**src/rtl/con_uart_tx.sv**
```systemverilog
// UART transmitter fed from a datamem mailbox.
// Polls a command word, streams bytes 8N1, writes status back.
module con_uart_tx #(
    parameter int         CLKS_PER_BIT = 868,
    parameter logic [9:0] CMD_ADDR     = 10'h200
) (
    input  logic        clk,
    input  logic        rst,
    input  logic [31:0] con_out,
    output logic [9:0]  con_addr,
    output logic [3:0]  con_write,
    output logic [31:0] con_in,
    output logic        tx,
    output logic        busy
);

    localparam int BW = $clog2(CLKS_PER_BIT);
    localparam logic [BW-1:0] BAUD_LAST = BW'(CLKS_PER_BIT - 1);

    localparam logic [2:0] IDLE       = 3'd0;
    localparam logic [2:0] POLL       = 3'd1;
    localparam logic [2:0] FETCH      = 3'd2;
    localparam logic [2:0] FETCH_WAIT = 3'd3;
    localparam logic [2:0] START      = 3'd4;
    localparam logic [2:0] DATA       = 3'd5;
    localparam logic [2:0] STOP       = 3'd6;
    localparam logic [2:0] WB         = 3'd7;

    logic [2:0]    state;
    logic [BW-1:0] baud;
    logic [2:0]    bit_cnt;
    logic [11:0]   byte_idx;
    logic [11:0]   count;
    logic [9:0]    base;
    logic [9:0]    word_addr;
    logic [31:0]   wbuf;
    logic [7:0]    shreg;
    logic [11:0]   next_idx;
    logic          unused_cmd_bits;

    assign unused_cmd_bits = ^{con_out[30:26], con_out[15:12]};
    assign next_idx = byte_idx + 12'd1;

    function automatic logic [7:0] pick(input logic [31:0] w,
                                        input logic [1:0]  k);
        logic [7:0] b;
        case (k)
            2'd0:    b = w[7:0];
            2'd1:    b = w[15:8];
            2'd2:    b = w[23:16];
            default: b = w[31:24];
        endcase
        return b;
    endfunction

    // Mailbox port: address the word being fetched, else the mailbox.
    always_comb begin
        con_addr  = CMD_ADDR;
        con_write = 4'b0000;
        con_in    = 32'd0;
        if (state == FETCH) begin
            con_addr = word_addr;
        end
        if (state == WB) begin
            con_write = 4'b1111;
            con_in    = {1'b0, 1'b1, 4'b0, base, 4'b0, count};
        end
    end

    // Control FSM with registered serial output and bit timing.
    always_ff @(posedge clk) begin
        if (rst) begin
            state     <= IDLE;
            tx        <= 1'b1;
            busy      <= 1'b0;
            baud      <= '0;
            bit_cnt   <= 3'd0;
            byte_idx  <= 12'd0;
            count     <= 12'd0;
            base      <= 10'd0;
            word_addr <= 10'd0;
            wbuf      <= 32'd0;
            shreg     <= 8'd0;
        end else begin
            case (state)
                IDLE: begin
                    tx    <= 1'b1;
                    state <= POLL;
                end
                POLL: begin
                    if (con_out[31]) begin
                        base      <= con_out[25:16];
                        word_addr <= con_out[25:16];
                        count     <= con_out[11:0];
                        byte_idx  <= 12'd0;
                        busy      <= 1'b1;
                        if (con_out[11:0] == 12'd0) begin
                            state <= WB;
                        end else begin
                            state <= FETCH;
                        end
                    end else begin
                        state <= IDLE;
                    end
                end
                FETCH: begin
                    word_addr <= word_addr + 10'd1;
                    state     <= FETCH_WAIT;
                end
                FETCH_WAIT: begin
                    wbuf  <= con_out;
                    shreg <= pick(con_out, byte_idx[1:0]);
                    tx    <= 1'b0;
                    baud  <= '0;
                    state <= START;
                end
                START: begin
                    if (baud == BAUD_LAST) begin
                        baud    <= '0;
                        bit_cnt <= 3'd0;
                        tx      <= shreg[0];
                        state   <= DATA;
                    end else begin
                        baud <= baud + 1'b1;
                    end
                end
                DATA: begin
                    if (baud == BAUD_LAST) begin
                        baud <= '0;
                        if (bit_cnt == 3'd7) begin
                            tx    <= 1'b1;
                            state <= STOP;
                        end else begin
                            bit_cnt <= bit_cnt + 3'd1;
                            tx      <= shreg[1];
                            shreg   <= shreg >> 1;
                        end
                    end else begin
                        baud <= baud + 1'b1;
                    end
                end
                STOP: begin
                    if (baud == BAUD_LAST) begin
                        baud     <= '0;
                        byte_idx <= next_idx;
                        if (next_idx == count) begin
                            state <= WB;
                        end else if (next_idx[1:0] == 2'd0) begin
                            state <= FETCH;
                        end else begin
                            shreg <= pick(wbuf, next_idx[1:0]);
                            tx    <= 1'b0;
                            state <= START;
                        end
                    end else begin
                        baud <= baud + 1'b1;
                    end
                end
                WB: begin
                    busy  <= 1'b0;
                    state <= IDLE;
                end
                default: begin
                    tx    <= 1'b1;
                    state <= IDLE;
                end
            endcase
        end
    end

endmodule

```
**config.mk**
```make
export PLATFORM = sky130hd
export DESIGN_NAME = con_uart_tx
export DESIGN_NICKNAME = d
export VERILOG_FILES = /design/src/rtl/con_uart_tx.sv
export SDC_FILE = /design/constraint.sdc
export NUM_CORES = 1
export LEC_CHECK = 0
export ABC_CLOCK_PERIOD_IN_PS = 2890
export CAP_MARGIN = 20
export CORE_ASPECT_RATIO = 0.8
export CORE_MARGIN = 2
export CORE_UTILIZATION = 45
export CTS_CLUSTER_DIAMETER = 100
export DETAILED_ROUTE_END_ITERATION = 12
export GPL_TIMING_DRIVEN = 0
export PLACE_DENSITY = 0.78
export SYNTH_ARGS = -nofsm -noshare
export SYNTH_HDL_FRONTEND = slang
export SYNTH_SLANG_ARGS = --single-unit
```
**constraint.sdc**
```tcl
create_clock -name clk -period 2.89 [get_ports clk]
set_input_delay 0.867 -clock clk [delete_from_list [all_inputs] [get_ports clk]]
set_output_delay 0.867 -clock clk [all_outputs]
set_load 0.1 [all_outputs]
```
==> flow_results.xml <==
<?xml version="1.0" encoding="UTF-8"?>
<metrics>
  <group name="global_routing">
    <metric name="grt_start_max_net_pins" unit="">16</metric>
    <metric name="gr-usage-met2" unit="%">37.8</metric>
    <metric name="total_global_route_track_usage" unit="%">24.8</metric>
    <metric name="met1_usage" unit="%">35.8</metric>
    <metric name="grt_pass1_vias" unit="">4836</metric>
    <metric name="use_met3" unit="%">4.81</metric>
    <metric name="global_route.peak_usage_layer" unit="">met2</metric>
    <metric name="grt.overflow.total" unit="">0</metric>
    <metric name="antenna_found_initial" unit="">0</metric>
    <metric name="grt_pass1_wl" unit="mm">25.4</metric>
  </group>
  <group name="sta">
    <metric name="max_freq" unit="MHz">361</metric>
    <metric name="finalHoldWorstSlack" unit="ps">450</metric>
    <metric name="finalMaxSlewViolations" unit="">0</metric>
    <metric name="unrepaired_setup_endpoints_after_global_routing" unit="">false</metric>
    <metric name="report.final.hold_viol_count" unit="">0</metric>
    <metric name="setup_slack" unit="ps">119</metric>
    <metric name="slew-limit-headroom" unit="%">34.8</metric>
    <metric name="period_needed" unit="ps">2770</metric>
    <metric name="fin_crit_sh" unit="%">95.9</metric>
    <metric name="finalSetupViolCount" unit="">0</metric>
    <metric name="tightestPinTransition" unit="ps">975</metric>
    <metric name="clock_skew" unit="ps">7.20</metric>
  </group>
  <group name="clocking">
    <metric name="worst_setup_hold_path_clk_slew" unit="ps">70</metric>
    <metric name="cts_inserted_buffers" unit="">9</metric>
    <metric name="post_cts.repair.setup_buffers" unit="">0</metric>
    <metric name="cts_tree" unit="">built</metric>
    <metric name="post_cts_hold_buffer_count" unit="">0</metric>
    <metric name="cts_h_tree_lvls" unit="">3</metric>
    <metric name="cts.sink_count" unit="">94</metric>
    <metric name="cts_max_path_buffers" unit="">2</metric>
    <metric name="clock_latency" unit="ps">350</metric>
    <metric name="clock_tree.root_cell" unit="">sky130_fd_sc_hd__clkbuf_16</metric>
  </group>
  <group name="finish">
    <metric name="antennaDiodeCount" unit="">0</metric>
    <metric name="fin_nets" unit="">844</metric>
    <metric name="area_delta_synth_final" unit="%">22.8</metric>
    <metric name="drive_gt1_share" unit="%">14.0</metric>
    <metric name="final_core_utilization" unit="%">57.0</metric>
  </group>
  <group name="floorplan">
    <metric name="die_area" unit="mm²">0.0128</metric>
    <metric name="fp.dieH" unit="µm">102</metric>
    <metric name="start_util" unit="%">46.4</metric>
    <metric name="fp.coreArea" unit="mm²">0.0116</metric>
    <metric name="boundaryPins" unit="">82</metric>
    <metric name="rows" unit="">35</metric>
    <metric name="die_width" unit="µm">126</metric>
  </group>
  <group name="power">
    <metric name="vdd_ir_drop_max" unit="mV">0.285</metric>
    <metric name="seq_power_share" unit="%">45.4</metric>
    <metric name="power.share.switching" unit="%">28.3</metric>
    <metric name="power.leakage" unit="nW">2.44</metric>
    <metric name="pwr-share-clk" unit="%">39.8</metric>
    <metric name="power.density" unit="mW/mm²">456</metric>
    <metric name="cellInternalPower" unit="W">0.00215</metric>
    <metric name="power.net_switching" unit="W">0.000849</metric>
    <metric name="combPwrFrac" unit="%">14.9</metric>
  </group>
  <group name="min_path">
    <metric name="hp-class" unit="">reg2reg</metric>
    <metric name="launch_point_of_the_worst_hold_path" unit="">base[8]$_SDFFE_PP0P_</metric>
  </group>
  <group name="drt">
    <metric name="wl_per_cell" unit="µm">16.7</metric>
    <metric name="detailedRoute.firstIterationViolations" unit="">561</metric>
    <metric name="route.detailed.vias_per_inst" unit="">5.79</metric>
    <metric name="firstDrtPassIters" unit="">8</metric>
    <metric name="drcViolationCount" unit="">0</metric>
    <metric name="totalWireLength" unit="mm">15.9</metric>
    <metric name="final_antenna_net_count" unit="">0</metric>
    <metric name="via_count_of_the_routed_design" unit="">5516</metric>
  </group>
  <group name="synth">
    <metric name="post_synth_main_area_contributors" unit="">sky130_fd_sc_hd__dfxtp_1 (35%), sky130_fd_sc_hd__nand2_1 (9.6%), sky130_fd_sc_hd__a21oi_1 (7.1%)</metric>
    <metric name="async_reset_ff_share" unit="%">0</metric>
    <metric name="netlist_area" unit="mm²">0.00537</metric>
    <metric name="synth_top_area_cell" unit="">sky130_fd_sc_hd__dfxtp_1</metric>
    <metric name="synth.cells.most_frequent" unit="">sky130_fd_sc_hd__nand2_1 (137), sky130_fd_sc_hd__dfxtp_1 (94), sky130_fd_sc_hd__a21oi_1 (76)</metric>
    <metric name="synth-seq-cells" unit="">94</metric>
    <metric name="post-synth-top-count-cell" unit="">sky130_fd_sc_hd__nand2_1</metric>
    <metric name="ys_seq_area_share" unit="%">35.1</metric>
    <metric name="postSynthAreaPerCell" unit="µm²">7.54</metric>
    <metric name="yosys_warnings" unit="">0</metric>
    <metric name="synthFlopType" unit="">sky130_fd_sc_hd__dfxtp_1</metric>
    <metric name="synth-edff-count" unit="">0</metric>
    <metric name="yosys.cell_types.count" unit="">58</metric>
    <metric name="yosys.area.top_type_share" unit="%">35.1</metric>
    <metric name="synthesis.instances" unit="">712</metric>
  </group>
  <group name="placement">
    <metric name="port_buffers" unit="">71</metric>
    <metric name="finalWeightedCongestion" unit="">0.929</metric>
    <metric name="pre_cts_ws" unit="ps">-717</metric>
    <metric name="post-dp-hpwl" unit="mm">11.6</metric>
  </group>
  <group name="status">
    <metric name="outcome" unit="">completed</metric>
  </group>
  <group name="critical_path">
    <metric name="criticalPathCategory" unit="">reg2out</metric>
    <metric name="critical_path_required" unit="ps">2020</metric>
    <metric name="path_max_fanout" unit="">10</metric>
    <metric name="critPathLaunch" unit="">state[2]$_SDFFE_PP0P_</metric>
    <metric name="r2r-start" unit="">baud[0]$_SDFFE_PP0P_</metric>
    <metric name="end_kind" unit="">output port</metric>
    <metric name="ff2ff_setup_slack" unit="ps">200</metric>
    <metric name="critical_path_data_arrival_time" unit="ps">1900</metric>
    <metric name="worstSetupStartpointType" unit="">flip-flop</metric>
  </group>
  <group name="flow_run">
    <metric name="max-cap-violations" unit="">0</metric>
  </group>
</metrics>
==> registers in the layout, indices dropped and copies added (netlist names) <==
signal and flops:
bit_cnt 3, word_addr 10, shreg 8, base 10, count 12, byte_idx 12
busy 1, wbuf 24, baud 10, state 3, tx 1
==> final cells by class <==
cell class	instances	area (µm²)
fillers	1116	4970
inverters	16	60.1
flip-flops and latches	94	1880
clock buffers	10	229
multi-input cells	546	3090
well taps	148	185
clock inverters	5	61.3
plain buffers	63	397
repair buffers	71	681
==> power groups by stage <==
stage / clock network, W / registers [W] / logic (W)
6_report: 0.00119 / 0.00136 / 0.000447
2_1_floorplan: 0 / 0.00139 / 0.000286
4_1_cts: 0.00120 / 0.00136 / 0.000438
3_5_place_dp: 0 / 0.00139 / 0.000436
3_3_place_gp: 0 / 0.00139 / 0.000433
5_1_grt: 0.00125 / 0.00137 / 0.000481
==> repair_timing <==
action / CTS / global route
pin swaps: 0 / 0
gates resized for setup: 218 / 21
setup endpoints to repair: 37 / 41
cloned: 0 / 0
==> logic make-up (layout without fill, tap and decap cells) <==
logic type / count (synthesis) / after routing / share of synthesized area, %
fa+ha+maj: 9 / 9 / 2.10
mux: 13 / 13 / 2.57
compound gates: 182 / 182 / 21.1
buf+inv: 80 / 165 / 8.44
other cells: 1 / 9 / 0.0699
simple gates: 313 / 313 / 27.4
xor+xnor: 20 / 20 / 3.26
flops: 94 / 94 / 35.1
==> path summary, 6_finish.rpt <==
| path | cells past startpoint | end |
|---|---|---|
| hold reg to reg | 2 | base[8]$_SDFFE_PP0P_ |
| setup reg to reg | 8 | shreg[5]$_SDFFE_PP0P_ |
| hold / removal | 2 | base[8]$_SDFFE_PP0P_ |
| setup / recovery | 6 | con_in[3] |
==> routing by layer <==
layer	up-vias	routed length, µm
met1	2567	7150
li1	2637	-
met4	0	284
met5	-	0
met3	24	1560
met2	288	6960
==> stage by stage <==
step           area [µm²]  std cells  power [W]  TNS, ps
2_1_floorplan        5410        720    0.00168        0
3_3_place_gp         6300        939    0.00182   -19970
3_5_place_dp         6300        939    0.00183   -20850
4_1_cts              6520        953    0.00300        0
5_1_grt              6590        953    0.00310        0
6_report             6590        953    0.00300        0
==> layout by cell type, fill, tap and decap left out, drive strengths merged, types with 2 or more instances in the layout <==
master and instances:
a211o 3, a211oi 4, a21o 5, a21oi 77, a221oi 7, a222oi 8
a22oi 11, a311oi 2, a31oi 17, and2 25, and3 18, buf 55
clkbuf 49, clkdlybuf4s18 4, clkdlybuf4s50 34, clkinvlp 3, conb 9, dfxtp 94
dlygate4sd1 2, ha 9, inv 16, mux2 6, mux2i 7, nand2 137
nand2b 3, nand3 12, nand3b 6, nand4 9, nor2 66, nor3 16
nor4 6, o211ai 5, o21ai 38, o31ai 2, or3 5, or4 3
xnor2 13, xor2 7
==> critical path: stages (launching register included) <==
cell	delay, ps
sky130_fd_sc_hd__dfxtp_1	310
sky130_fd_sc_hd__buf_4	140
sky130_fd_sc_hd__inv_1	80
sky130_fd_sc_hd__buf_6	160
sky130_fd_sc_hd__nor2_4	180
sky130_fd_sc_hd__and2_1	150
sky130_fd_sc_hd__clkdlybuf4s18_2	530
(Power assumes the default switching activity.)
